**src/rtl/ov7670_capture_if.sv**
```systemverilog
// ov7670_capture_if: camera pixel bus in, frame-buffer write port out.
// master = capture stage (reads camera pins, drives writes); slave = the other side.
// test_pattern exists only when CAPTURE_TESTPATTERN_EN is defined.
interface ov7670_capture_if;
   logic        cam_pclk;
   logic        cam_vsync;
   logic        cam_href;
   logic [7:0]  cam_data;
   logic        capture_en;
`ifdef CAPTURE_TESTPATTERN_EN
   logic        test_pattern;
`endif
   logic [18:0] frame_addr;
   logic [3:0]  frame_pixel;
   logic        frame_we;
   logic        frame_done;
   logic        overflow;

   modport master (
      input  cam_pclk, cam_vsync, cam_href, cam_data, capture_en,
`ifdef CAPTURE_TESTPATTERN_EN
      input  test_pattern,
`endif
      output frame_addr, frame_pixel, frame_we, frame_done, overflow
   );

   modport slave (
      output cam_pclk, cam_vsync, cam_href, cam_data, capture_en,
`ifdef CAPTURE_TESTPATTERN_EN
      output test_pattern,
`endif
      input  frame_addr, frame_pixel, frame_we, frame_done, overflow
   );
endinterface

```
**src/rtl/ov7670_capture.sv**
```systemverilog
// ov7670_capture: samples the OV7670 RGB565 bus in clk25, converts to 4-bit gray, writes the frame buffer.
// Latency: 3 clk25 from the pin sample of a pixel's second PCLK rise to frame_we (same for frame_done).
// Backpressure: none; the buffer must take one write per 4 clk25. CAPTURE_TESTPATTERN_EN adds column bands.
module ov7670_capture #(
   parameter int H_REZ = 640,
   parameter int V_REZ = 480
) (
   input  logic             clk25,
   input  logic             rst_n,
   ov7670_capture_if.master bus
);
   localparam logic [18:0] FRAME_PIXELS = 19'(H_REZ * V_REZ);

   typedef enum logic [1:0] {S_IDLE, S_SYNC, S_ARM, S_CAP} state_t;
   state_t state, state_nxt;

   logic        s1_pclk, s2_pclk, prev_pclk;
   logic        s1_vsync, s2_vsync, prev_vsync;
   logic        s1_href, s2_href;
   logic [7:0]  s1_data, s2_data;

   logic        pclk_rise, vs_rise, vs_fall;
   logic        frame_start, frame_end;

   logic        phase;
   logic [7:0]  hi;
   logic [9:0]  col;
   logic [18:0] addr;

   logic [18:0] waddr;
   logic [3:0]  wpix;
   logic        we, done, ovf;

   logic [15:0] rgb;
   logic [5:0]  r6, g6, b6;
   logic [7:0]  sum;
   logic [3:0]  gray, pixel_val;
   logic        unused_sum;

   // Two-flop synchronizers on every camera pin, plus one history stage for edge detection.
   always_ff @(posedge clk25) begin
      if (!rst_n) begin
         s1_pclk <= 1'b0;  s2_pclk <= 1'b0;  prev_pclk <= 1'b0;
         s1_vsync <= 1'b0; s2_vsync <= 1'b0; prev_vsync <= 1'b0;
         s1_href <= 1'b0;  s2_href <= 1'b0;
         s1_data <= 8'd0;  s2_data <= 8'd0;
      end else begin
         s1_pclk <= bus.cam_pclk;   s2_pclk <= s1_pclk;   prev_pclk <= s2_pclk;
         s1_vsync <= bus.cam_vsync; s2_vsync <= s1_vsync; prev_vsync <= s2_vsync;
         s1_href <= bus.cam_href;   s2_href <= s1_href;
         s1_data <= bus.cam_data;   s2_data <= s1_data;
      end
   end

   assign pclk_rise = s2_pclk & ~prev_pclk;
   assign vs_rise   = s2_vsync & ~prev_vsync;
   assign vs_fall   = ~s2_vsync & prev_vsync;

   // RGB565 to gray: widen R and B to 6 bits, weight G twice, keep the top nibble.
   assign rgb        = {hi, s2_data};
   assign r6         = {rgb[15:11], rgb[15]};
   assign g6         = rgb[10:5];
   assign b6         = {rgb[4:0], rgb[4]};
   assign sum        = {2'b00, r6} + {1'b0, g6, 1'b0} + {2'b00, b6};
   assign gray       = sum[7:4];
   assign unused_sum = ^sum[3:0];

`ifdef CAPTURE_TESTPATTERN_EN
   assign pixel_val = bus.test_pattern ? col[9:6] : gray;
`else
   assign pixel_val = gray;
`endif

   // FSM state register.
   always_ff @(posedge clk25) begin
      if (!rst_n) state <= S_IDLE;
      else        state <= state_nxt;
   end

   // Frame-aligned start/stop: capture begins only on a vsync fall after an armed vsync rise.
   always_comb begin
      state_nxt   = state;
      frame_start = 1'b0;
      frame_end   = 1'b0;
      case (state)
         S_IDLE: if (bus.capture_en) state_nxt = S_SYNC;
         S_SYNC: begin
            if (!bus.capture_en) state_nxt = S_IDLE;
            else if (vs_rise)    state_nxt = S_ARM;
         end
         S_ARM: begin
            if (vs_fall) begin
               state_nxt   = S_CAP;
               frame_start = 1'b1;
            end
         end
         S_CAP: begin
            if (vs_rise) begin
               frame_end = 1'b1;
               state_nxt = bus.capture_en ? S_ARM : S_IDLE;
            end
         end
         default: state_nxt = S_IDLE;
      endcase
   end

   // Byte pairing, column count and buffer writes; writes past the frame size set the sticky overflow.
   always_ff @(posedge clk25) begin
      if (!rst_n) begin
         phase <= 1'b0;
         hi    <= 8'd0;
         col   <= 10'd0;
         addr  <= 19'd0;
         waddr <= 19'd0;
         wpix  <= 4'd0;
         we    <= 1'b0;
         done  <= 1'b0;
         ovf   <= 1'b0;
      end else begin
         we   <= 1'b0;
         done <= frame_end;
         if (frame_start) begin
            addr  <= 19'd0;
            phase <= 1'b0;
            col   <= 10'd0;
            ovf   <= 1'b0;
         end else if (!s2_href) begin
            phase <= 1'b0;
            col   <= 10'd0;
         end else if (state == S_CAP && pclk_rise) begin
            if (!phase) begin
               hi    <= s2_data;
               phase <= 1'b1;
            end else begin
               phase <= 1'b0;
               col   <= col + 10'd1;
               if (addr < FRAME_PIXELS) begin
                  we    <= 1'b1;
                  waddr <= addr;
                  wpix  <= pixel_val;
                  addr  <= addr + 19'd1;
               end else begin
                  ovf <= 1'b1;
               end
            end
         end
      end
   end

   assign bus.frame_addr  = waddr;
   assign bus.frame_pixel = wpix;
   assign bus.frame_we    = we;
   assign bus.frame_done  = done;
   assign bus.overflow    = ovf;
endmodule
```
**src/flat_wrapper.sv**
```systemverilog
// flat-port wrapper written by rule: the top's interface ports become plain ports
module ov7670_capture_flat 
#(
   parameter int H_REZ = 640,
   parameter int V_REZ = 480
)
  (clk25, rst_n, bus_cam_pclk, bus_cam_vsync, bus_cam_href, bus_cam_data, bus_capture_en, bus_frame_addr, bus_frame_pixel, bus_frame_we, bus_frame_done, bus_overflow);
  ov7670_capture_if bus_i ();
  input  logic clk25;
  input  logic rst_n;
  input wire logic [$bits(bus_i.cam_pclk)-1:0] bus_cam_pclk;
  input wire logic [$bits(bus_i.cam_vsync)-1:0] bus_cam_vsync;
  input wire logic [$bits(bus_i.cam_href)-1:0] bus_cam_href;
  input wire logic [$bits(bus_i.cam_data)-1:0] bus_cam_data;
  input wire logic [$bits(bus_i.capture_en)-1:0] bus_capture_en;
  output wire logic [$bits(bus_i.frame_addr)-1:0] bus_frame_addr;
  output wire logic [$bits(bus_i.frame_pixel)-1:0] bus_frame_pixel;
  output wire logic [$bits(bus_i.frame_we)-1:0] bus_frame_we;
  output wire logic [$bits(bus_i.frame_done)-1:0] bus_frame_done;
  output wire logic [$bits(bus_i.overflow)-1:0] bus_overflow;
  assign bus_i.cam_pclk = bus_cam_pclk;
  assign bus_i.cam_vsync = bus_cam_vsync;
  assign bus_i.cam_href = bus_cam_href;
  assign bus_i.cam_data = bus_cam_data;
  assign bus_i.capture_en = bus_capture_en;
  assign bus_frame_addr = bus_i.frame_addr;
  assign bus_frame_pixel = bus_i.frame_pixel;
  assign bus_frame_we = bus_i.frame_we;
  assign bus_frame_done = bus_i.frame_done;
  assign bus_overflow = bus_i.overflow;
  ov7670_capture #(.H_REZ(H_REZ), .V_REZ(V_REZ)) u_core (.clk25(clk25), .rst_n(rst_n), .bus(bus_i));
endmodule
```
**config.mk**
```make
export PLATFORM = sky130hd
export DESIGN_NAME = ov7670_capture_flat
export DESIGN_NICKNAME = d
export VERILOG_FILES = /design/src/rtl/ov7670_capture_if.sv /design/src/rtl/ov7670_capture.sv /design/src/flat_wrapper.sv
export SDC_FILE = /design/constraint.sdc
export NUM_CORES = 1
export LEC_CHECK = 0
export ABC_AREA = 1
export ABC_CLOCK_PERIOD_IN_PS = 4050
export CORE_MARGIN = 5
export CORE_UTILIZATION = 67
export DETAILED_ROUTE_END_ITERATION = 7
export DONT_BUFFER_PORTS = 1
export PLACE_DENSITY = 0.9
export SETUP_SLACK_MARGIN = 0.2
export SKIP_CTS_REPAIR_TIMING = 1
export SYNTH_ARGS = -nofsm -noshare
export SYNTH_HDL_FRONTEND = slang
export SYNTH_SLANG_ARGS = --single-unit
```
**constraint.sdc**
```tcl
create_clock -name clk25 -period 4.05 [get_ports clk25]
set_input_delay 0.6075 -clock clk25 [delete_from_list [all_inputs] [get_ports clk25]]
set_output_delay 0.6075 -clock clk25 [all_outputs]
set_load 0.01 [all_outputs]
```
# Word-level counts from Yosys, hierarchy flattened
# Cells that the tools add are included.
word_totals:
  wordCells: 65
  ff_bits: 80
  out_inout_bits: 26
  in_bits: 14
classes:
  addsub: 3
  muxes: 12
  bitwise: 12
  order_cmp: 1
  n_reduce_logical: 11
  eq_ne: 7
op_table:
  columns: ["operator", "n"]
  rows:
  - ["$add 19x1->19 const B", 1]
  - ["$lt 19x19->1 const B", 1]
  - ["$reduce_and 4->1", 4]
  - ["$mux 2", 6]
  - ["$not 1->1", 9]
  - ["$add 6x7->8", 1]
  - ["$add 8x6->8", 1]
  - ["$pmux 2 s4", 1]
  - ["$mux 1", 5]
  - ["$reduce_and 5->1", 1]
  - ["$reduce_or 5->1", 1]
  - ["$eq 2x2->1 const B", 2]
  - ["$ne 2x1->1 const B", 2]
  - ["$and 1x1->1", 3]
  - ["$ne 3x2->1 const B", 1]
  - ["$reduce_or 3->1", 1]
  - ["$eq 2x1->1 const B", 1]
  - ["$logic_not 2->1", 1]
  - ["$ne 2x2->1 const B", 1]
  - ["$reduce_and 2->1", 1]
  - ["$reduce_or 2->1", 1]
  - ["$logic_and 1x1->1", 1]

# Logic depth before layout (Yosys ltp)
logic_depth:
  ltp_word: 6
  mapped_depth: 12
  mapped_depth_nobuf: 12

# Worst setup path before layout
# OpenSTA, ideal clock, no wires.
synth_path:
  kind: "flip-flop to flip-flop"
  from: "register u_core.hi[5]"
  to: "register u_core.wpix[2], in the netlist u_core.bus.frame_pixel[2]"
  required_ps: 3931
  setup_time_ps: 119
  path_stages_with_launch: 12
  arrival_time_ps: 1780
  slack_ps: 2151
  path_buffers: 0
  synth_period_minus_slack_ps: 1899
  cell_sequence: "dfxtp_1 inv_1 fa_1 inv_1 ha_1 nand2_1 o21ai_0 nand2_1 nand2_1 nand2_1 nand2_1 a21oi_1"
synth_between:
  elab_chain_len: 2
synth_rtl:
  columns: ["element", "line_no", "source"]
  rows:
  - ["start, declared", "ov7670_capture.sv:26", "logic [7:0] hi;"]
  - ["start signal, assigned", "ov7670_capture.sv:132", "hi <= s2_data;"]
  - ["$add 6x7->8", "ov7670_capture.sv:64", "assign sum = {2'b00, r6} + {1'b0, g6, 1'b0} + {2'b00, b6};"]
  - ["$add 8x6->8", "ov7670_capture.sv:64", null]
  - ["end signal, assigned", "ov7670_capture.sv:140", "wpix <= pixel_val;"]
  - ["end, declared", "ov7670_capture.sv:31", "logic [3:0] wpix;"]
# No other way between the ends.
# A chain may end at the register's enable or synchronous reset.

==> flow_summary.toml <==
[logic_synthesis]
yosysUniqueCellTypes = 27
syn-mean-instance-area_um2 = 7.50
synth_area_um2 = 3430
synth_edf_count = 0
synth_top_cell_area_share_pct = 46.7
ys_seq_elements = 80
async_flop_share_pct = 0
ys_warn_count = 0
synthCells = 457
synth_area_leader_cell = "dfxtp_1"
syn_nets = 482
synth_top_flop_cell = "dfxtp_1"
synthTopCellsByArea = "dfxtp_1 47%, nand2_1 11%, inv_1 8.0%"
synth_seq_area_share_pct = 46.7

[clocking]
clk_latency_ps = 360
cts_made_buffers = 9
cts_buffer_depth = 2
cts.sinks = 80
cts_root_buffer = "clkbuf_8"
htreeDepth = 3
clk_pin_slew_ps = 90
cts_tree = "yes"

[placement]
routabilityCongestion = 0.834
dpl.hpwl_mm = 4.74
portBuffers = 0
place_area_um2 = 3400

[global_routing]
overflow = 0
track_usage_pct = 22.4
grt_pass1_wl_mm = 11.4
grt_pass1_vias = 2554
grt_antenna_before_repair = 1
busiest_layer = "met2"
use_met2_pct = 35.3
grt_util_met3_pct = 7.35
globalRouteMet1Util_pct = 28.0
grt_max_degree = 58

[timing]
finalHoldViolations = 0
worst_slew_pin_slew_ps = 734
setup_tns_ps = 0
fin_crit_ps = 2310
finalClockSkew_ps = 6.23
relSlewSlack_pct = 51.0
setup_viol_count_final = 0
max_freq_mhz = 433
fin_worst_hold_slack_ps = 345
rsz0062_at_grt = "false"
slew_viol_final = 0
timing.final.crit_share_pct = 57.0

[route]
antenna_left = 0
routed_via_density = 5.24
wl_per_cell_um = 12.9
post-route-drc-count = 0
first_pass_iters = 5
vias = 2772
drt_iter0_drc = 269
totalWireLength_mm = 6.80

[pwr]
p_leak_nw = 1.59
p_per_area_nw_per_um2 = 398
vdd_drop_max_mv = 0.296

[hold_path]
hold_class = "input pin to register"
worstHoldStart = "bus_cam_data[7]"
hold_path_end = "u_core.s1_data[7]$_SDFF_PN0_"
min_path_cells = 2

[finish]
layout_common_cells = "98 x nand2_1, 80 x dfxtp_1, 73 x inv_1"
final_common_cell = "nand2_1"
final_area_um2 = 3610
area_delta_synth_final_pct = 5.48
utilization_pct = 71.7
nets = 476
drive_gt1_share_pct = 5.92

[critical_path]
crit_required_ps = 4280
ff2ff_setup_slack_ps = 1740
r2r_end = "u_core.addr[7]$_SDFFE_PP0P_"
worstSetupStartpointType = "register"
criticalPathCategory = "register to register"
end_kind = "register"
reg2reg_depth = 9
path_max_fanout = 51
worstPathArrival_ps = 2540

[die]
fp.dieArea_um2 = 6640
die_width_um = 81.5
fp-row-count = 26
core_area_um2 = 5040
pin_count = 40
die-height_um = 81.5
start_util_pct = 67.9

[run_status]
status = "finished clean"

[flow_run]
drv_cap = 0
-- area by class of cell --
class	instances	area (um2)
fillers	380	1430
flip-flops and latches	80	1600
clock inverters	7	78.8
diodes	3	7.51
clock buffers	9	124
inverters	75	282
well taps	70	87.6
multi-input cells	285	1430
-- worst max path at each step --
| stage | startpoint | endpoint | slack [ps] |
|---|---|---|---|
| finish | register | u_core.addr[7]$_SDFFE_PP0P_ | 1740 |
| global route | u_core.s2_pclk$_SDFF_PN0_ | u_core.bus.frame_addr[18]$_SDFFE_PN0P_ | 1500 |
| CTS | u_core.s2_pclk$_SDFF_PN0_ | u_core.bus.frame_addr[0]$_SDFFE_PN0P_ | 1790 |
| detailed placement | u_core.s2_pclk$_SDFF_PN0_ | u_core.bus.frame_addr[0]$_SDFFE_PN0P_ | 1800 |
| global placement | u_core.s2_pclk$_SDFF_PN0_ | u_core.addr[8]$_SDFFE_PP0P_ | 1900 |
| floorplan | u_core.hi[5]$_SDFFE_PN0P_ | u_core.bus.frame_pixel[2]$_SDFFE_PN0P_ | 2150 |
-- synthesized netlist by cell type (4+ instances only) --
cell type and count:
ha_1 6, inv_1 73, o21ai_0 27, nand2_1 98, xnor2_1 5, nand4_1 4, nand3_1 21, buf_6 5
o21ai_1 11, dfxtp_1 80, nor2_1 51, buf_2 4, nor3_1 6, clkbuf_1 7, a21oi_1 38, fa_1 5
-- registers in the layout, indices dropped and copies added (netlist names), 4 cells and up, named ones only --
register	cells
u_core.addr	19
u_core.hi	8
u_core.s1_data	8
u_core.s2_data	8
u_core.bus.frame_addr	19
u_core.bus.frame_pixel	4
-- per-layer routing --
metal	up-vias	share of wire, %
li1	1409	-
met1	1232	43
met2	108	47
met3	23	8.3
met4	0	2.6
met5	-	0
-- worst max-delay path: stages (launching register included) --
cell	delay, ps
dfxtp_1	430
nand2_2	110
inv_2	80
nand3_4	80
nor2_4	100
nand2_2	340
inv_2	700
nand3_1	160
nand2_1	110
nor2_1	40
-- where the power goes --
part           switching [mW]  internal, mW  total [mW]
clock                   0.304         0.289       0.594
combinational          0.0237        0.0139      0.0376
sequential            0.00731         0.798       0.805
-- cells by family (layout without fill, tap and decap cells) --
group,Yosys count,in the layout,share of synthesized area [%]
other,0,3,0
AOI/OAI and AO/OA,78,78,11.5
buffers and inverters,92,91,11.4
and+or+nand+nor,191,191,23.9
xor gates and xnor gates,5,5,1.28
adders and majority gates,11,11,5.11
DFF,80,80,46.7
-- metrics by stage --
stage          cells  total power, mW  worst slack (ps)
2_1_floorplan    457            0.857              2150
3_3_place_gp     510            0.857              1900
3_5_place_dp     510            0.860              1800
4_1_cts          526             1.45              1790
5_1_grt          529             1.49              1500
6_report         529             1.44              1740
Note: power is estimated with default switching activity, not from simulation.
